File: src/rtl/key_debounce_if.sv
// Push-button debouncer bundle: the raw active-low key levels go in, and the
// debounced level plus press/release pulses come out.
interface key_debounce_if;
  logic [3:0] KEY;        // raw, asynchronous, active-low, bouncing
  logic [3:0] key_level;  // debounced pressed state, active-high
  logic [3:0] key_rise;   // one-cycle pulse on an accepted press
  logic [3:0] key_fall;   // one-cycle pulse on an accepted release

  // Drives the buttons and observes the debounced result.
  modport master (
    output KEY,
    input  key_level,
    input  key_rise,
    input  key_fall
  );

  // The debouncer itself.
  modport slave (
    input  KEY,
    output key_level,
    output key_rise,
    output key_fall
  );
endinterface

File: src/rtl/key_debounce.sv
// Four-key push-button debouncer.
// Each raw key is brought into the clock domain through a two-flop
// synchronizer. It is then filtered by its own four-state FSM, which accepts a
// level change only after DEBOUNCE_CYCLES consecutive agreeing samples. The
// debounced level and the press/release pulses are all registered, so they
// change together one cycle after the accepting edge.
// Reset release is assumed to be synchronized to clk outside this block.
module key_debounce #(
  parameter int DEBOUNCE_CYCLES = 50000  // N, must be >= 2
) (
  input logic      clk,
  input logic      rst_n,
  key_debounce_if.slave kif
);

  localparam int N  = DEBOUNCE_CYCLES;
  localparam int CW = $clog2(N + 1);
  localparam logic [CW-1:0] CNT_LAST = CW'(N - 1);
  localparam logic [CW-1:0] CNT_ONE  = CW'(1);

  typedef enum logic [1:0] {
    RELEASED,
    PRESS_PEND,
    PRESSED,
    RELEASE_PEND
  } state_t;

  logic [3:0]    sync1;
  logic [3:0]    sync2;
  logic [3:0]    s;          // synchronized, 1 = pressed
  state_t        state     [4];
  state_t        state_nxt [4];
  logic [CW-1:0] cnt       [4];
  logic [CW-1:0] cnt_nxt   [4];
  logic [3:0]    level_nxt;
  logic [3:0]    level_q;
  logic [3:0]    rise_q;
  logic [3:0]    fall_q;

  // Two-flop synchronizer per key. It resets to the released level, so a key
  // held across reset looks like a fresh press once reset lifts.
  // NOTE: sequential state uses non-blocking (<=) so every flop samples the
  // pre-edge values of the others; blocking here would collapse the two stages.
  always_ff @(posedge clk or negedge rst_n) begin
    if (!rst_n) begin
      sync1 <= '1;
      sync2 <= '1;
    end else begin
      sync1 <= kif.KEY;
      sync2 <= sync1;
    end
  end

  assign s = ~sync2;

  // Next-state and counter logic. Every key runs the same independent FSM.
  // A pending state counts consecutive samples of the new level, and the
  // counter stops at N-1 because reaching it forces a state change.
  // NOTE: every variable gets a default at the top of the block, so no path
  // leaves it unassigned and no latch is inferred.
  always_comb begin
    for (int i = 0; i < 4; i++) begin
      state_nxt[i] = state[i];
      cnt_nxt[i]   = '0;
      level_nxt[i] = 1'b0;
      unique case (state[i])
        RELEASED: begin
          if (s[i]) begin
            state_nxt[i] = PRESS_PEND;
            cnt_nxt[i]   = CNT_ONE;
          end
        end
        PRESS_PEND: begin
          if (!s[i]) begin
            state_nxt[i] = RELEASED;
          end else if (cnt[i] == CNT_LAST) begin
            state_nxt[i] = PRESSED;
          end else begin
            cnt_nxt[i] = cnt[i] + CNT_ONE;
          end
        end
        PRESSED: begin
          if (!s[i]) begin
            state_nxt[i] = RELEASE_PEND;
            cnt_nxt[i]   = CNT_ONE;
          end
        end
        RELEASE_PEND: begin
          if (s[i]) begin
            state_nxt[i] = PRESSED;
          end else if (cnt[i] == CNT_LAST) begin
            state_nxt[i] = RELEASED;
          end else begin
            cnt_nxt[i] = cnt[i] + CNT_ONE;
          end
        end
        default: begin
          state_nxt[i] = RELEASED;
        end
      endcase
      level_nxt[i] = (state_nxt[i] == PRESSED) || (state_nxt[i] == RELEASE_PEND);
    end
  end

  // FSM state and counter registers. Reset discards any pending count.
  // NOTE: the per-key state and counter arrays are real control registers and
  // must be reset; they cannot be left to power-up values like a storage RAM.
  always_ff @(posedge clk or negedge rst_n) begin
    if (!rst_n) begin
      for (int i = 0; i < 4; i++) begin
        state[i] <= RELEASED;
        cnt[i]   <= '0;
      end
    end else begin
      for (int i = 0; i < 4; i++) begin
        state[i] <= state_nxt[i];
        cnt[i]   <= cnt_nxt[i];
      end
    end
  end

  // Registered outputs. They are computed from the next state, so the level
  // and its edge pulse change in the same cycle. Rise and fall are exclusive
  // because level_nxt cannot both set and clear a bit.
  always_ff @(posedge clk or negedge rst_n) begin
    if (!rst_n) begin
      level_q <= '0;
      rise_q  <= '0;
      fall_q  <= '0;
    end else begin
      level_q <= level_nxt;
      rise_q  <= level_nxt & ~level_q;
      fall_q  <= ~level_nxt & level_q;
    end
  end

  assign kif.key_level = level_q;
  assign kif.key_rise  = rise_q;
  assign kif.key_fall  = fall_q;

endmodule

File: src/flat_wrapper.sv
// flat-port wrapper written by rule: the top's interface ports become plain ports
module key_debounce_flat 
#(
  parameter int DEBOUNCE_CYCLES = 50000                    
)
  (clk, rst_n, kif_KEY, kif_key_level, kif_key_rise, kif_key_fall);
  key_debounce_if kif_i ();
  input logic clk;
  input logic rst_n;
  input wire logic [$bits(kif_i.KEY)-1:0] kif_KEY;
  output wire logic [$bits(kif_i.key_level)-1:0] kif_key_level;
  output wire logic [$bits(kif_i.key_rise)-1:0] kif_key_rise;
  output wire logic [$bits(kif_i.key_fall)-1:0] kif_key_fall;
  assign kif_i.KEY = kif_KEY;
  assign kif_key_level = kif_i.key_level;
  assign kif_key_rise = kif_i.key_rise;
  assign kif_key_fall = kif_i.key_fall;
  key_debounce #(.DEBOUNCE_CYCLES(DEBOUNCE_CYCLES)) u_core (.clk(clk), .rst_n(rst_n), .kif(kif_i));
endmodule
File: config.mk
export PLATFORM = sky130hd
export DESIGN_NAME = key_debounce_flat
export DESIGN_NICKNAME = d
export VERILOG_FILES = /design/src/rtl/key_debounce_if.sv /design/src/rtl/key_debounce.sv /design/src/flat_wrapper.sv
export SDC_FILE = /design/constraint.sdc
export NUM_CORES = 1
export LEC_CHECK = 0
export ABC_AREA = 1
export BUFFER_PORTS_ARGS = -buffer_cell sky130_fd_sc_hd__buf_2
export CAP_MARGIN = 20
export CORE_MARGIN = 8
export CORE_UTILIZATION = 54
export DETAILED_ROUTE_END_ITERATION = 8
export GPL_ROUTABILITY_DRIVEN = 0
export PLACE_DENSITY_LB_ADDON = 0.05
export SETUP_SLACK_MARGIN = 0.05
export SLEW_MARGIN = 5
export SYNTH_ARGS = -nofsm -noshare
export SYNTH_HDL_FRONTEND = slang
export SYNTH_SLANG_ARGS = --single-unit
File: constraint.sdc
create_clock -name clk -period 2.8 [get_ports clk]
set_input_delay 0.56 -clock clk [delete_from_list [all_inputs] [get_ports clk]]
set_output_delay 0.56 -clock clk [all_outputs]
set_load 0.005 [all_outputs]
**Word level (Yosys, flattened, before mapping)**

Cells that the tools add are included.

- $add $sub $neg: 4
- Equality and inequality tests: 24
- Mux-type cells: 52
- Bitwise operators: 5
- Reductions and logical operators: 8

Operator list:

| kind | count |
|---|---|
| one-hot mux 16 bit (4 select lines) | 4 |
| two-way mux 16 bit | 12 |
| adder 16 x 1 -> 16 bit (second input constant) | 4 |
| == test 16 bit (second input constant) | 4 |
| two-way mux 2 bit | 24 |
| == test 2 bit (second input constant) | 16 |
| one-hot mux 2 bit (4 select lines) | 4 |
| inverter 4 bit | 3 |
| bitwise AND 4 bit | 2 |
| == test 2 x 1 -> 1 bit (second input constant) | 4 |
| logical NOT 2 bit | 4 |
| two-way mux 1 bit | 8 |
| logical OR 1 bit | 4 |

- Flip-flop bits (word level): 92
- Bits of input ports: 6

**Logic depth before layout (Yosys ltp)**

Gate-level depths: netlist of run 1.

- Depth after elaboration: 8
- Gate-level depth with buffers: 9

**Worst setup path before layout of run 1**

No wires, ideal clock.

- Path type: register -> register
- Start: register u_core.cnt[32] (netlist name)
- End: register u_core.cnt[46] (netlist name)
- Setup time: 117 ps
- Arrival: 1180 ps
- Setup slack: 1503 ps
- Stages on the path, launching flop included: 9
- Path buffers: 0
- Clock period less this slack: 1297 ps
- Cells stage by stage: dfrtp_1 > ha_1 > nand3_1 > nor2_2 > nand2_1 > nand2_2 > inv_2 > nand2_1 > nor2_1

RTL lines:

| what | line | RTL |
|---|---|---|
| from (decl) | key_debounce.sv:33 | `logic [CW-1:0] cnt [4];` |
| from (signal, indexed assignment) | key_debounce.sv:117 | `cnt[i] <= cnt_nxt[i];` |

==> run summary, run 1 <==
Using the TritonRoute via totals, the vias-per-cell ratio works out to 4.89. Derived from the worst setup path, the maximum achievable clock frequency is 677 MHz. The cell area after synthesis came out at 0.00462 mm². Broken down by cell family, the worst path's largest delay share belongs to simple AND/OR/NAND/NOR gates. For the pin with the worst max-slew slack, the measured transition is 0.403 ns. The initial utilization of the core area, before any placement, comes to 56.0%. The tree built by TritonCTS fans out to 92 sinks. Number of instances in the synthesized netlist: 592. In this run, placement finished with an instance count of 715.

During synthesis, Yosys emitted a total of 0 warnings. nand2_1 is the most common cell in the netlist. Clock latency on the worst-skew pair, taken at its later pin, is 0.35 ns. The average footprint of a synthesized cell is 7.81 µm², and the final-report max-slew violation count is 0.

The proportion of register bits with asynchronous set or reset after synthesis is 100%, and the depth of the worst register-to-register path is 8. met2 is the most crowded layer. The detail route stage leaves a number of antenna-violating nets equal to 0. In this run the number of H-tree levels came out at 3.

The logs give 0 for the number of antenna violations at the first check in global routing and 0.0118 mm² for the area of the die. Internal portion of total power: 0.00173 W. Compared with the post-synthesis result, the final layout area differs by 9.15%.

The register share of total power is 60.0%. The combined buffer and inverter count along the critical path was 1. Largest area contributor in the synthesized netlist: dfrtp_1. The top fanout value on the critical path came out at 8. The die span in x was 109 µm; the normalized max-slew margin was 73.2%. For this run, the leading register cell type out of synthesis is dfrtp_1. Across the whole layout, storage elements account for 0.00231 mm².

The flow ran to the end, and the final reports show no timing, DRC or antenna violations. After global routing the overflow that remains totals 0. The floorplan step defined a core boundary enclosing 0.00826 mm².

The run gives 0.000544 W as the net switching component of the power. Power spread over the standard cell area amounts to 450 mW/mm². Summed over its instances, the top area cell type makes up 45.5% of the synthesized netlist area. TritonCTS built the clock tree. For the final database, setup skew stands at 0.0144 ns. Dividing the detail-routed wire length by the instance count gives 11.0 µm. The critical path goes through ha_1 -> nand3_1 -> nor2_2 -> nand2_1 -> nand2_2 -> inv_2 -> nand2_1 -> nor2_1.

The critical path crosses 8 cells after its start point. In the routed design, unresolved DRC markers number 0. In this run, the combinational gates consume 3.7% of the power.

Measured on the finished design, the core utilization comes to 61.1%. Routing usage on met2: 24.5%. The total power after layout came out at 0.00227 W. The final instance count without filler cells was 731.

After clock tree synthesis, the setup repair step added 0 buffers. The die is 109 µm tall. Clock tree root buffer cell: clkbuf_8. Setup violations remaining at the end of the flow were counted as 0.

Setup slack on the critical path of the routed design comes to 1.32 ns. After clock tree synthesis, the clock-pin slew on the worst setup and hold paths is 0.09 ns. Number of enable flip-flop cells after synthesis: 0. The routed design could run at a clock period as short as 1.48 ns. The classification of the worst-slack hold path was in2async. Clock tree synthesis inserted a total of 9 buffers. In the final timing run, aggregate negative setup slack is 0 ns. Counting flops and latches in the post-synthesis netlist gives 92. The tool flagged a number of max-cap violations equal to 0.

The largest vdd supply drop was 0.325 mV; the number of input and output port buffers inserted was 17. After layout, the worst path uses 52.8% of the clock period. For this design, the slowest cell found on the critical path is dfrtp_1. For the first-pass iteration count of the detailed router, the log shows 4. The tools report the area of the multi-input gates as 0.00195 mm². The worst setup path is launched from a register. Once the clock tree was built, the resizer swapped 0 gates to a different size. For this run, the total global-route usage over all layers was measured as 15.3%. Hold repair after CTS inserted 0 buffers. The met1 usage was 20.0%. The clock network power share was 36.3%; the routed via count was 3577. Setup repair after global routing left no endpoint under its margin. The HPWL after detailed placement is 6010 µm. By instance count, the cell type seen most on the critical path is nand2_1. The critical path capture point type was a register. The logs give 734 for the total of fill cells in the finished design and 65 for the largest net degree at the start of global routing. For this run, the register share of the synthesized area comes to 50.0%.

The worst setup path category is reg2reg. The run gives 2 as the largest buffer count on any clock path. The number of distinct library cell variants in the gate-level netlist after synthesis came out at 28. Final hold violation count: 0.

STA puts the critical path data required time at 3.04 ns. Row generation in the floorplan step produced 33 rows. After the last flow step, the layout net total stands at 631. The post-place setup slack is 1.33 ns, and the data arrival time of the worst path is 1.72 ns.

After the first detailed-routing iteration, the DRC count stood at 114. For met3 alone, demand over resource in global routing was 3.21%. For this design the static power due to leakage is 2.33 nW.

Counting every net in the synthesized netlist gives 602. The largest single stage delay on the critical path is 0.38 ns. Of the total power, the share spent switching nets is 24.0%.

18 I/O pins were placed. Summed over all layers, the routed wires come to 8070 µm. The start of the worst register-to-register path was u_core.cnt[48]$_DFF_PN0_.

The first global-routing pass estimated 14900 µm of wire. Counting instances in the post-synthesis netlist gives the leading cell types as 140 x nand2_1, 119 x nor2_1, 90 x inv_1. The number of antenna diodes in the final layout is 0. In the post-synthesis netlist, the biggest area contributors are dfrtp_1 45%, nand2_1 11%, nor2_1 9.7%. The most critical setup path has its startpoint at u_core.cnt[48]$_DFF_PN0_.

Of the cells placed in the final design, the portion with a size suffix greater than 1 is 14.4%. The run gives 3573 as the number of global-route vias before repair.
area by class of cell:
| class | count | area share [%] |
|---|---|---|
| Clock inverter | 6 | 0.917 |
| Sequential cell | 92 | 45.8 |
| Inverter | 95 | 7.11 |
| Timing Repair Buffer | 18 | 2.13 |
| Tap cell | 105 | 2.60 |
| Multi-Input combinational cell | 405 | 38.7 |
| Clock buffer | 10 | 2.73 |
sequential cells by signal, indices dropped and copies added (netlist names):
name,cells
u_core.cnt,64
u_core.kif.key_fall,4
u_core.kif.key_level,4
u_core.kif.key_rise,4
u_core.state,8
u_core.sync1,4
u_core.sync2,4
logic make-up after synthesis:
group | synth area share, %
XOR/XNOR | 2.65
adder cells (fa/ha/maj) | 1.08
buffers and inverters | 7.77
AND/OR/NAND/NOR | 35.8
flip-flops | 50.0
AO/OA/AOI/OAI | 2.68
power by group through the flow:
stage           logic, W  clock network, W  registers, W
6_report       0.0000837          0.000823       0.00136
5_1_grt         0.000101          0.000921       0.00137
4_1_cts        0.0000873          0.000864       0.00136
3_5_place_dp   0.0000873                 0       0.00139
3_3_place_gp   0.0000856                 0       0.00139
2_1_floorplan  0.0000433                 0       0.00139
worst register-to-register path, stage by stage, from the launching register on:
cell	delay, ns
dfrtp_1	0.38
ha_1	0.20
nand3_1	0.14
nor2_2	0.19
nand2_1	0.09
nand2_2	0.15
inv_2	0.11
nand2_1	0.08
nor2_1	0.05
worst paths after layout:
kind / slack (ns) / to
min in group clk: 0.31 / u_core.sync1[3]$_DFF_PN1_
hold / removal: 0.13 / u_core.cnt[30]$_DFF_PN0_
hold reg to reg: 0.35 / u_core.sync2[2]$_DFF_PN1_
max in group asynchronous: 1.98 / u_core.sync1[1]$_DFF_PN1_
setup / recovery: 1.32 / u_core.cnt[62]$_DFF_PN0_
setup reg to reg: 1.32 / u_core.cnt[62]$_DFF_PN0_
layout by cell type, fill, tap and decap left out, drive strengths merged, types with 2 or more instances in the layout:
| master | instances |
|---|---|
| clkinvlp | 2 |
| o21ai | 5 |
| buf | 18 |
| dfstp | 8 |
| nor3b | 9 |
| xor2 | 8 |
| nor2 | 145 |
| o211ai | 3 |
| nor3 | 14 |
| clkbuf | 10 |
| inv | 96 |
| dfrtp | 84 |
| a21oi | 10 |
| ha | 4 |
| xnor2 | 6 |
| nand3 | 30 |
| nand4 | 16 |
| clkinv | 3 |
| a31oi | 3 |
| nand2 | 150 |
stage by stage:
stage                     hold slack, ns  instance area (µm²)
final                              0.125                 5050
after global routing               0.143                 5050
after CTS                          0.127                 5050
after detailed placement           0.347                 4860
after global placement             0.346                 4860
after floorplan                    0.264                 4620
per-layer routing:
metal	vias to the layer above	part of all wire (%)	wire, µm
met1	1638	50	4010
met5	-	0	0
met4	0	1.5	120
met3	11	3.6	292
met2	44	45	3650
li1	1884	-	-
No activity file was read; power rests on OpenSTA's default activity.
==> run 2, diff against run 1 <==
==> constraint.sdc (replaced) <==
create_clock -name clk -period 1.2 [get_ports clk]
set_input_delay 0.24 -clock clk [delete_from_list [all_inputs] [get_ports clk]]
set_output_delay 0.24 -clock clk [all_outputs]
set_load 0.005 [all_outputs]
==> run 2 against run 1 <==
  * Hold slack improved by 0.24 ns
  * Sequential share of layout area decreased by 12 points
  * Register-to-register slack lost 1.6 ns
  * Highest routed layer unchanged
  * Clock skew is 0.0058 ns lower
  * Total power grew to 2.5 times the previous value
  * Clock power grew to 2.6 times the previous value
  * The flow now finishes with violations (negative setup slack)
  * Global-route usage up 3.5 points
  * Critical endpoint is now u_core.cnt[18]$_DFF_PN0_
==> run summary, run 2 (synthesized netlist as in run 1, its figures left out) <==
The flow ran to the end, but the final reports show violations. The final reports fail on negative setup slack. 0 antenna diodes ended up in the layout.

OpenSTA, run right after detailed placement, puts the worst setup slack at -0.178 ns. For the largest vdd supply drop, the log shows 0.928 mV. At the pin with the least slew margin, the transition time is 0.394 ns. The most heavily used metal layer in global routing is met2. The detailed router finished its first iteration with 165 violations. Setup violations remaining at the end of the flow were counted as 84. Counting I/O delays and the setup requirement, the final critical path takes 1.44 ns.

Once the floorplan was initialized, standard cells occupied 56.0% of the core. For this run, design rule violations remaining after detail routing come to 0. The combined buffer and inverter count along the critical path came out at 1. The portion of total power attributed to combinational logic is 7.2%. The logs give 2 for the largest buffer count on any clock path and 7340 µm for the total half-perimeter wirelength after legalization and detailed placement.

TritonCTS built the clock tree. Worst setup path category: reg2reg. The logs give 9 for the number of buffers created by CTS and 36.9% for the clock network power share.

The areal power density over the cells came out at 830 mW/mm². The run gives 73.5% as the normalized max-slew margin. In this run, flip-flops and latches consume 55.9% of the power. The slowest library cell on the worst path is dfrtp_1.

Leaving out fill and tap cells, the most frequent cell in the layout is buf_4. Summing over every cut layer, the via total after detailed routing is 4416. After the last flow step, the layout net total stands at 768. The logs give 1.69 ns for the data arrival time of the worst path and 2.56% for the met3 usage.

The tools report the worst-case setup margin in the final layout as -0.238 ns. For the remaining antenna violation count after routing, the log shows 0. STA classifies the critical path endpoint as a register. In the final layout, the registers with the most flip-flops are u_core.cnt: 64 flops, u_core.state: 8 flops. The sort of element at the start of the critical path was a register.

The logs give 4257 for the number of global-route vias before repair and 32.6% for the routing usage on met2. The register with the most flip-flops in the layout has 64 of them. CTS placed an instance of clkbuf_8 at the clock tree root.

After detailed routing, the average wire length per cell comes to 14.3 µm. The area of the die was 0.0118 mm²; the insertion delay of the later-clocked pin in the worst-skew pair was 0.36 ns. The classification of the worst-slack hold path was reg2reg. In this run the vertical extent of the chip is 109 µm.

The tools report the final instance count without filler cells as 868. The final-report max-slew violation count came out at 0. The number of antenna violations at the first check in global routing was 0; the fraction of power spent switching nets was 24.9%. The tools report the worst hold-check slack as 0.361 ns. In the global route stage, met1 resource usage came out at 23.1%. Walking the worst path, the cells encountered are nor2_1 -> nand3_1 -> nor2_2 -> nand2_2 -> nand2_4 -> buf_4 -> nor3b_2.

The number of input and output port buffers inserted is 17. The count of clock tree sinks is 92, and the H-tree depth reported by CTS is 3. The top fanout value on the critical path was 7; the clock edge transition at the registers on the reported setup and hold paths was 0.10 ns. Global routing consumed, over all layers together, 18.8% of the routing resources.

Leaving out fill and tap cells, the most frequent cells in the layout are 114 x buf_4, 97 x nand2_1, 88 x nor2_1, 83 x dfrtp_1, 77 x inv_1. For the internal portion of total power, the log shows 0.00429 W. The max-capacitance violation count is 0. Setup repair after global routing could not meet its margin everywhere.

The largest net degree at the start of global routing was 38; the final period utilization was 120%. The run gives 696 MHz as the maximum clock rate. The register with the most flip-flops in the final layout is u_core.cnt.

The core region is 0.00826 mm². The first global-routing pass estimated 18100 µm of wire. The routed design has 12400 µm of wire. Clock skew on the completed layout was measured at 0.00858 ns. For this design the top-level I/O count stands at 18. The signed area change from the synthesized netlist to the final layout came out at 48.9%. The pre-antenna-repair detailed-routing pass consisted of 5 iterations. For this run the aggregate overflow at the end of global routing stands at 0. The largest single stage delay on the critical path is 0.42 ns. In this run the static leakage power is 3.19 nW.

Dividing the detail-routed via count by the number of cells gives 5.09. The kind of cell with the highest combined delay along the critical path is simple AND/OR/NAND/NOR gates. Of the cells placed in the final design, the portion with a size suffix greater than 1 is 44.7%.

The floorplan row count was 33; the total negative setup slack was -14.11 ns. The final hold violation count is 0, and the required time of the critical path is 1.45 ns. For this design the total switching power over the nets is 0.00142 W.

The die span in x was 109 µm. After detailed placement, the design holds a cell count of 810.
==> run 2: cell types whose count changed in the layout (fill, tap and decap cells not counted), sizes merged <==
| cell | change |
|---|---|
| inv | -1 |
| bufinv | +1 |
| dlygate4sd3 | +5 |
| buf | +132 |
==> run 2: power by group through the flow <==
stage	Clock, W	Combinational, W	Sequential [W]
final	0.00211	0.000412	0.00319
after global routing	0.00226	0.000448	0.00320
after CTS	0.00214	0.000322	0.00318
after detailed placement	0	0.000263	0.00324
after global placement	0	0.000255	0.00323
after floorplan	0	0.000106	0.00323
==> run 2: path summary, 6_finish.rpt <==
check                      slack, ns                         to                      start  depth (start not counted)
max                            -0.24   u_core.cnt[18]$_DFF_PN0_   u_core.cnt[21]$_DFF_PN0_                          7
min                             0.36  u_core.sync2[2]$_DFF_PN1_  u_core.sync1[2]$_DFF_PN1_                          0
max reg2reg                    -0.24   u_core.cnt[18]$_DFF_PN0_   u_core.cnt[21]$_DFF_PN0_                          7
min reg2reg                     0.36  u_core.sync2[2]$_DFF_PN1_  u_core.sync1[2]$_DFF_PN1_                          0
max in group asynchronous       0.50  u_core.sync1[0]$_DFF_PN1_                      rst_n                          3
min in group asynchronous       0.40   u_core.cnt[37]$_DFF_PN0_                      rst_n                          3
==> run 2: area by class of cell <==
cell class | count | area [µm²]
multi-input combinational | 405 | 2610
sequential | 92 | 2310
fill | 492 | 1370
timing repair buffer | 155 | 1250
clock buffer | 10 | 128
inverter | 95 | 384
clock inverter | 6 | 63.8
tap | 105 | 131
==> run 2: per-layer routing <==
layer	up-vias	part of all wire, %
li1	2161	-
met1	2142	40
met2	81	54
met3	32	3.0
met4	0	3.0
met5	-	0
==> run 2: timing repair <==
item	in CTS	in global routing
endpoints found under the hold margin	88	0
buffers inserted	17	21
gates resized for setup	52	123
pin swaps	35	68
hold buffers	5	0
endpoints found under the setup margin	86	87
==> run 2: stage by stage <==
step / total power, W / cell area (µm²) / utilization [%]
4_1_cts: 0.00564 / 6260 / 75.8
6_report: 0.00571 / 6880 / 83.4
2_1_floorplan: 0.00334 / 4700 / -
3_3_place_gp: 0.00349 / 5670 / 68.7
5_1_grt: 0.00591 / 6880 / 83.4
3_5_place_dp: 0.00350 / 5670 / 68.7
==> run 3, diff against run 2 <==
--- a/config.mk
+++ b/config.mk
@@ -5,7 +5,6 @@
 export SDC_FILE = /design/constraint.sdc
 export NUM_CORES = 1
 export LEC_CHECK = 0
-export ABC_AREA = 1
 export BUFFER_PORTS_ARGS = -buffer_cell sky130_fd_sc_hd__buf_2
 export CAP_MARGIN = 20
 export CORE_MARGIN = 8
==> run 3 against run 2 <==
  * The flow still finishes with violations (negative setup slack)
  * Sequential power barely moved
  * Synthesized cell count fell by 34%
  * Sequential cell count did not move
  * Core utilization rose by 2.5 points
  * Final cell count fell by 25%
  * Area after synthesis fell by 11%
  * Die area fell by 9.4%
  * Largest power group unchanged
  * Highest routed layer unchanged
==> run summary, run 3 <==
For met2 alone, demand over resource in global routing was 39.4%. The synthesized design spends more area on one cell type than any other, namely dfrtp_1. The vias per cell was 5.36; the leakage power figure was 2.95 nW.

For the number of buffers created by CTS, the log shows 9. The number of input and output port buffers inserted was 17; the die span in x was 103 µm. The final-report max-slew violation count was 0.

The finished cells cover 0.00650 mm². The layer flagged by global routing as most heavily used is met2. By area the synthesized netlist is led by dfrtp_1 51%, xnor2_1 9.8%, nor2_1 6.0%. 0 antenna diodes ended up in the layout. The tools report the final hold violation count as 0.

Of the cells placed in the final design, the portion with a size suffix greater than 1 is 51.6%. Tracing the worst setup path back leads to its startpoint at u_core.cnt[7]$_DFF_PN0_. After floorplanning, the core was divided into 32 placement rows. The DRC violation total after the first TritonRoute iteration was 118; the total half-perimeter wirelength after legalization and detailed placement was 6220 µm. The number of warnings reported in the yosys synthesis log is 0. The H-tree was split into 3 levels. After detailed routing, the number of remaining DRC violations is 0. In this run the standard cell core region covers 0.00757 mm². The checks that failed: negative setup slack.

By startpoint and endpoint, the worst setup path is classified as reg2reg. After global routing the overflow that remains totals 0. The worst-case setup margin in the final layout is -0.377 ns.

TritonCTS built the clock tree. The first-pass iteration count of the detailed router is 4. The proportion of register bits with asynchronous set or reset after synthesis is 100%, and the number of top-level pins is 18.

The worst setup path is captured at a register. On the critical path, the stage with the largest delay is an instance of dfrtp_1. For the pin with the worst max-slew slack, the measured transition is 0.425 ns. The run gives 71.4% as the normalized max-slew margin. The fraction of post-synthesis cell area in the top cell type by area was 51.0%. The share of synthesized area occupied by flip-flops and latches was 56.1%; the number of global-route vias before repair was 3763. The initial utilization of the core area, before any placement, comes to 54.4%. The die is 103 µm tall. The die covers 0.0107 mm².

The total of fill cells in the finished design is 384, and the post-place setup slack is -0.320 ns. In the layout the commonest cells are 101 x buf_4, 78 x dfrtp_1, 38 x xnor2_1, 29 x inv_1, 26 x nor2_1. The maximum clock rate was 634 MHz. Subtracting the final worst setup slack from the clock period gives 1.58 ns. In this design, the stage delay of the slowest critical-path cell is 0.42 ns. The classification of the worst-slack hold path was in2async. For the data arrival time of the worst path, the log shows 1.87 ns. The flow ran to the end, but the final reports show violations. For the number of antenna violations at the first check in global routing, the log shows 0. The met3 usage came out at 4.55%. Yosys mapped a number of flops with a built-in enable equal to 0. In this run the critical register-to-register path is launched from u_core.cnt[7]$_DFF_PN0_. Areal power density over the cells: 903 mW/mm².

The number of distinct library cell variants in the gate-level netlist after synthesis is 30, and the number of setup violations in the final report is 81. Among all flip-flop cells after synthesis, the most frequent one is dfrtp_1. Global routing consumed, over all layers together, 22.6% of the routing resources. Excluding fillers, the count of instances in the completed layout stands at 652. By count the netlist is led by 84 x dfrtp_1, 66 x nor2_1, 46 x xnor2_1. The largest delay contributor family on the critical path was simple AND/OR/NAND/NOR gates.

The worst register-to-register path has a depth of 4. The routed layout has 3497 vias. The cell depth of the worst setup path is 4, and the top fanout value on the critical path is 4.

The met1 usage came out at 26.1%. The average footprint of a synthesized cell came out at 10.6 µm². The design draws 0.00587 W. The required time of the critical path is 1.49 ns, and the clock edge transition at the registers on the reported setup and hold paths is 0.10 ns. Between clock sinks in the finished design, the worst skew comes to 0.0151 ns. The flip-flop count of the largest register after layout works out to 64. After layout, the worst path uses 131% of the clock period. The area growth from synthesis to layout is 57.7%. The library cell used most frequently in the layout, excluding fill and tap cells, is buf_4. Synthesis produced a netlist whose cell count is 389. After detailed routing, the total wire length is 11300 µm.

Hold is met by 0.318 ns. The largest registers in the layout are u_core.cnt: 64 flops, u_core.state: 8 flops. The sort of element at the start of the critical path is a register. The longest clock path from root to sink contains 2 buffers. The standard cell area after detailed placement is 0.00533 mm², and the net count after synthesis is 399.

The cell with the most instances after synthesis is dfrtp_1. Counting every sink on the clock net gives 92. The run gives 0 as the max-capacitance violation count. The cell area after synthesis was 0.00412 mm².

Synthesis inferred 92 register bits. Register ranked first by flip-flop count: u_core.cnt. The signal on the critical path passes through nor4b_2 -> nand4_1 -> mux2i_2 -> and2_1. At the later pin of the worst-skew pair, clock insertion delay measures 0.36 ns. The total placed cells including tap cells is 602, and the combined buffer and inverter count along the critical path is 0. Across the VDD grid, the largest voltage drop is 0.657 mV.

The first global-routing pass estimated 18400 µm of wire. Clock tree root buffer cell: clkbuf_8. Remaining antenna violation count after routing: 0.

After detailed routing, the average wire length per cell comes to 17.4 µm. At the end of the flow, the number of nets in the layout was 555. Entering global routing, the biggest net connects 25 pins. Setup repair after global routing could not meet its margin everywhere.
run 3: changes by cell type after synthesis, sizes merged, moves of 9 or more:
cell   previous run  this run
nor2            145        66
nand2           150         9
inv              94        29
nor3b             9         0
nor4              1        15
xnor2             6        46
run 3: per-layer routing:
metal,vias to the layer above,part of all wire (%)
li1,1637,-
met1,1751,40
met2,80,54
met3,29,3.7
met4,0,2.9
met5,-,0
run 3: worst reg2reg max path, cell delays in order (launching register included):
cell and delay, ns:
dfrtp_1 0.42, nor4b_2 0.38, nand4_1 0.24, mux2i_2 0.31, and2_1 0.17
run 3: timing repair:
item	4_1_cts	5_1_grt
hold buffers	5	0
cloned	2	0
pin swaps	51	29
endpoints found under the hold margin	21	0
gates resized for setup	89	62
setup buffers	19	8
setup endpoints to repair	84	88
run 3: area by class of cell:
cell class / instances / area, µm² / area share, %
timing repair buffer: 149 / 1250 / 19.3
inverter: 29 / 109 / 1.68
clock buffer: 12 / 145 / 2.23
clock inverter: 4 / 73.8 / 1.14
tap: 102 / 128 / 1.96
multi-input combinational: 264 / 2470 / 38.0
sequential: 92 / 2320 / 35.7
run 3: report_power, final:
part | switching (W) | internal [W]
clock network | 0.00107 | 0.00124
logic | 0.000204 | 0.000174
registers | 0.0000346 | 0.00315
total | 0.00131 | 0.00456
run 3: path summary, 6_finish.rpt:
check	end	slack [ns]
max in group asynchronous	u_core.sync2[1]$_DFF_PN1_	0.34
setup reg to reg	u_core.kif.key_fall[3]$_DFF_PN0_	-0.38
setup / recovery	u_core.kif.key_fall[3]$_DFF_PN0_	-0.38
hold / removal	u_core.cnt[23]$_DFF_PN0_	0.32
min in group clk	u_core.sync2[3]$_DFF_PN1_	0.36
hold reg to reg	u_core.sync2[3]$_DFF_PN1_	0.36
run 3: cell families (layout without fill, tap and decap cells):
group / Yosys count / count (layout) / synth area share [%]
fa+ha+maj: 4 / 4 / 1.22
xor+xnor: 58 / 58 / 12.3
buf+inv: 34 / 194 / 3.25
flops: 92 / 92 / 56.1
simple gates: 188 / 189 / 24.6
compound gates: 9 / 9 / 1.46
mux: 4 / 4 / 0.972
run 3: per-stage QoR:
stage                     utilization, %  TNS [ns]
after floorplan                        -     -8.79
after global placement              70.5    -13.82
after detailed placement            70.5    -16.11
after CTS                           81.4    -16.72
after global routing                85.9    -26.60
final                               85.9    -21.24
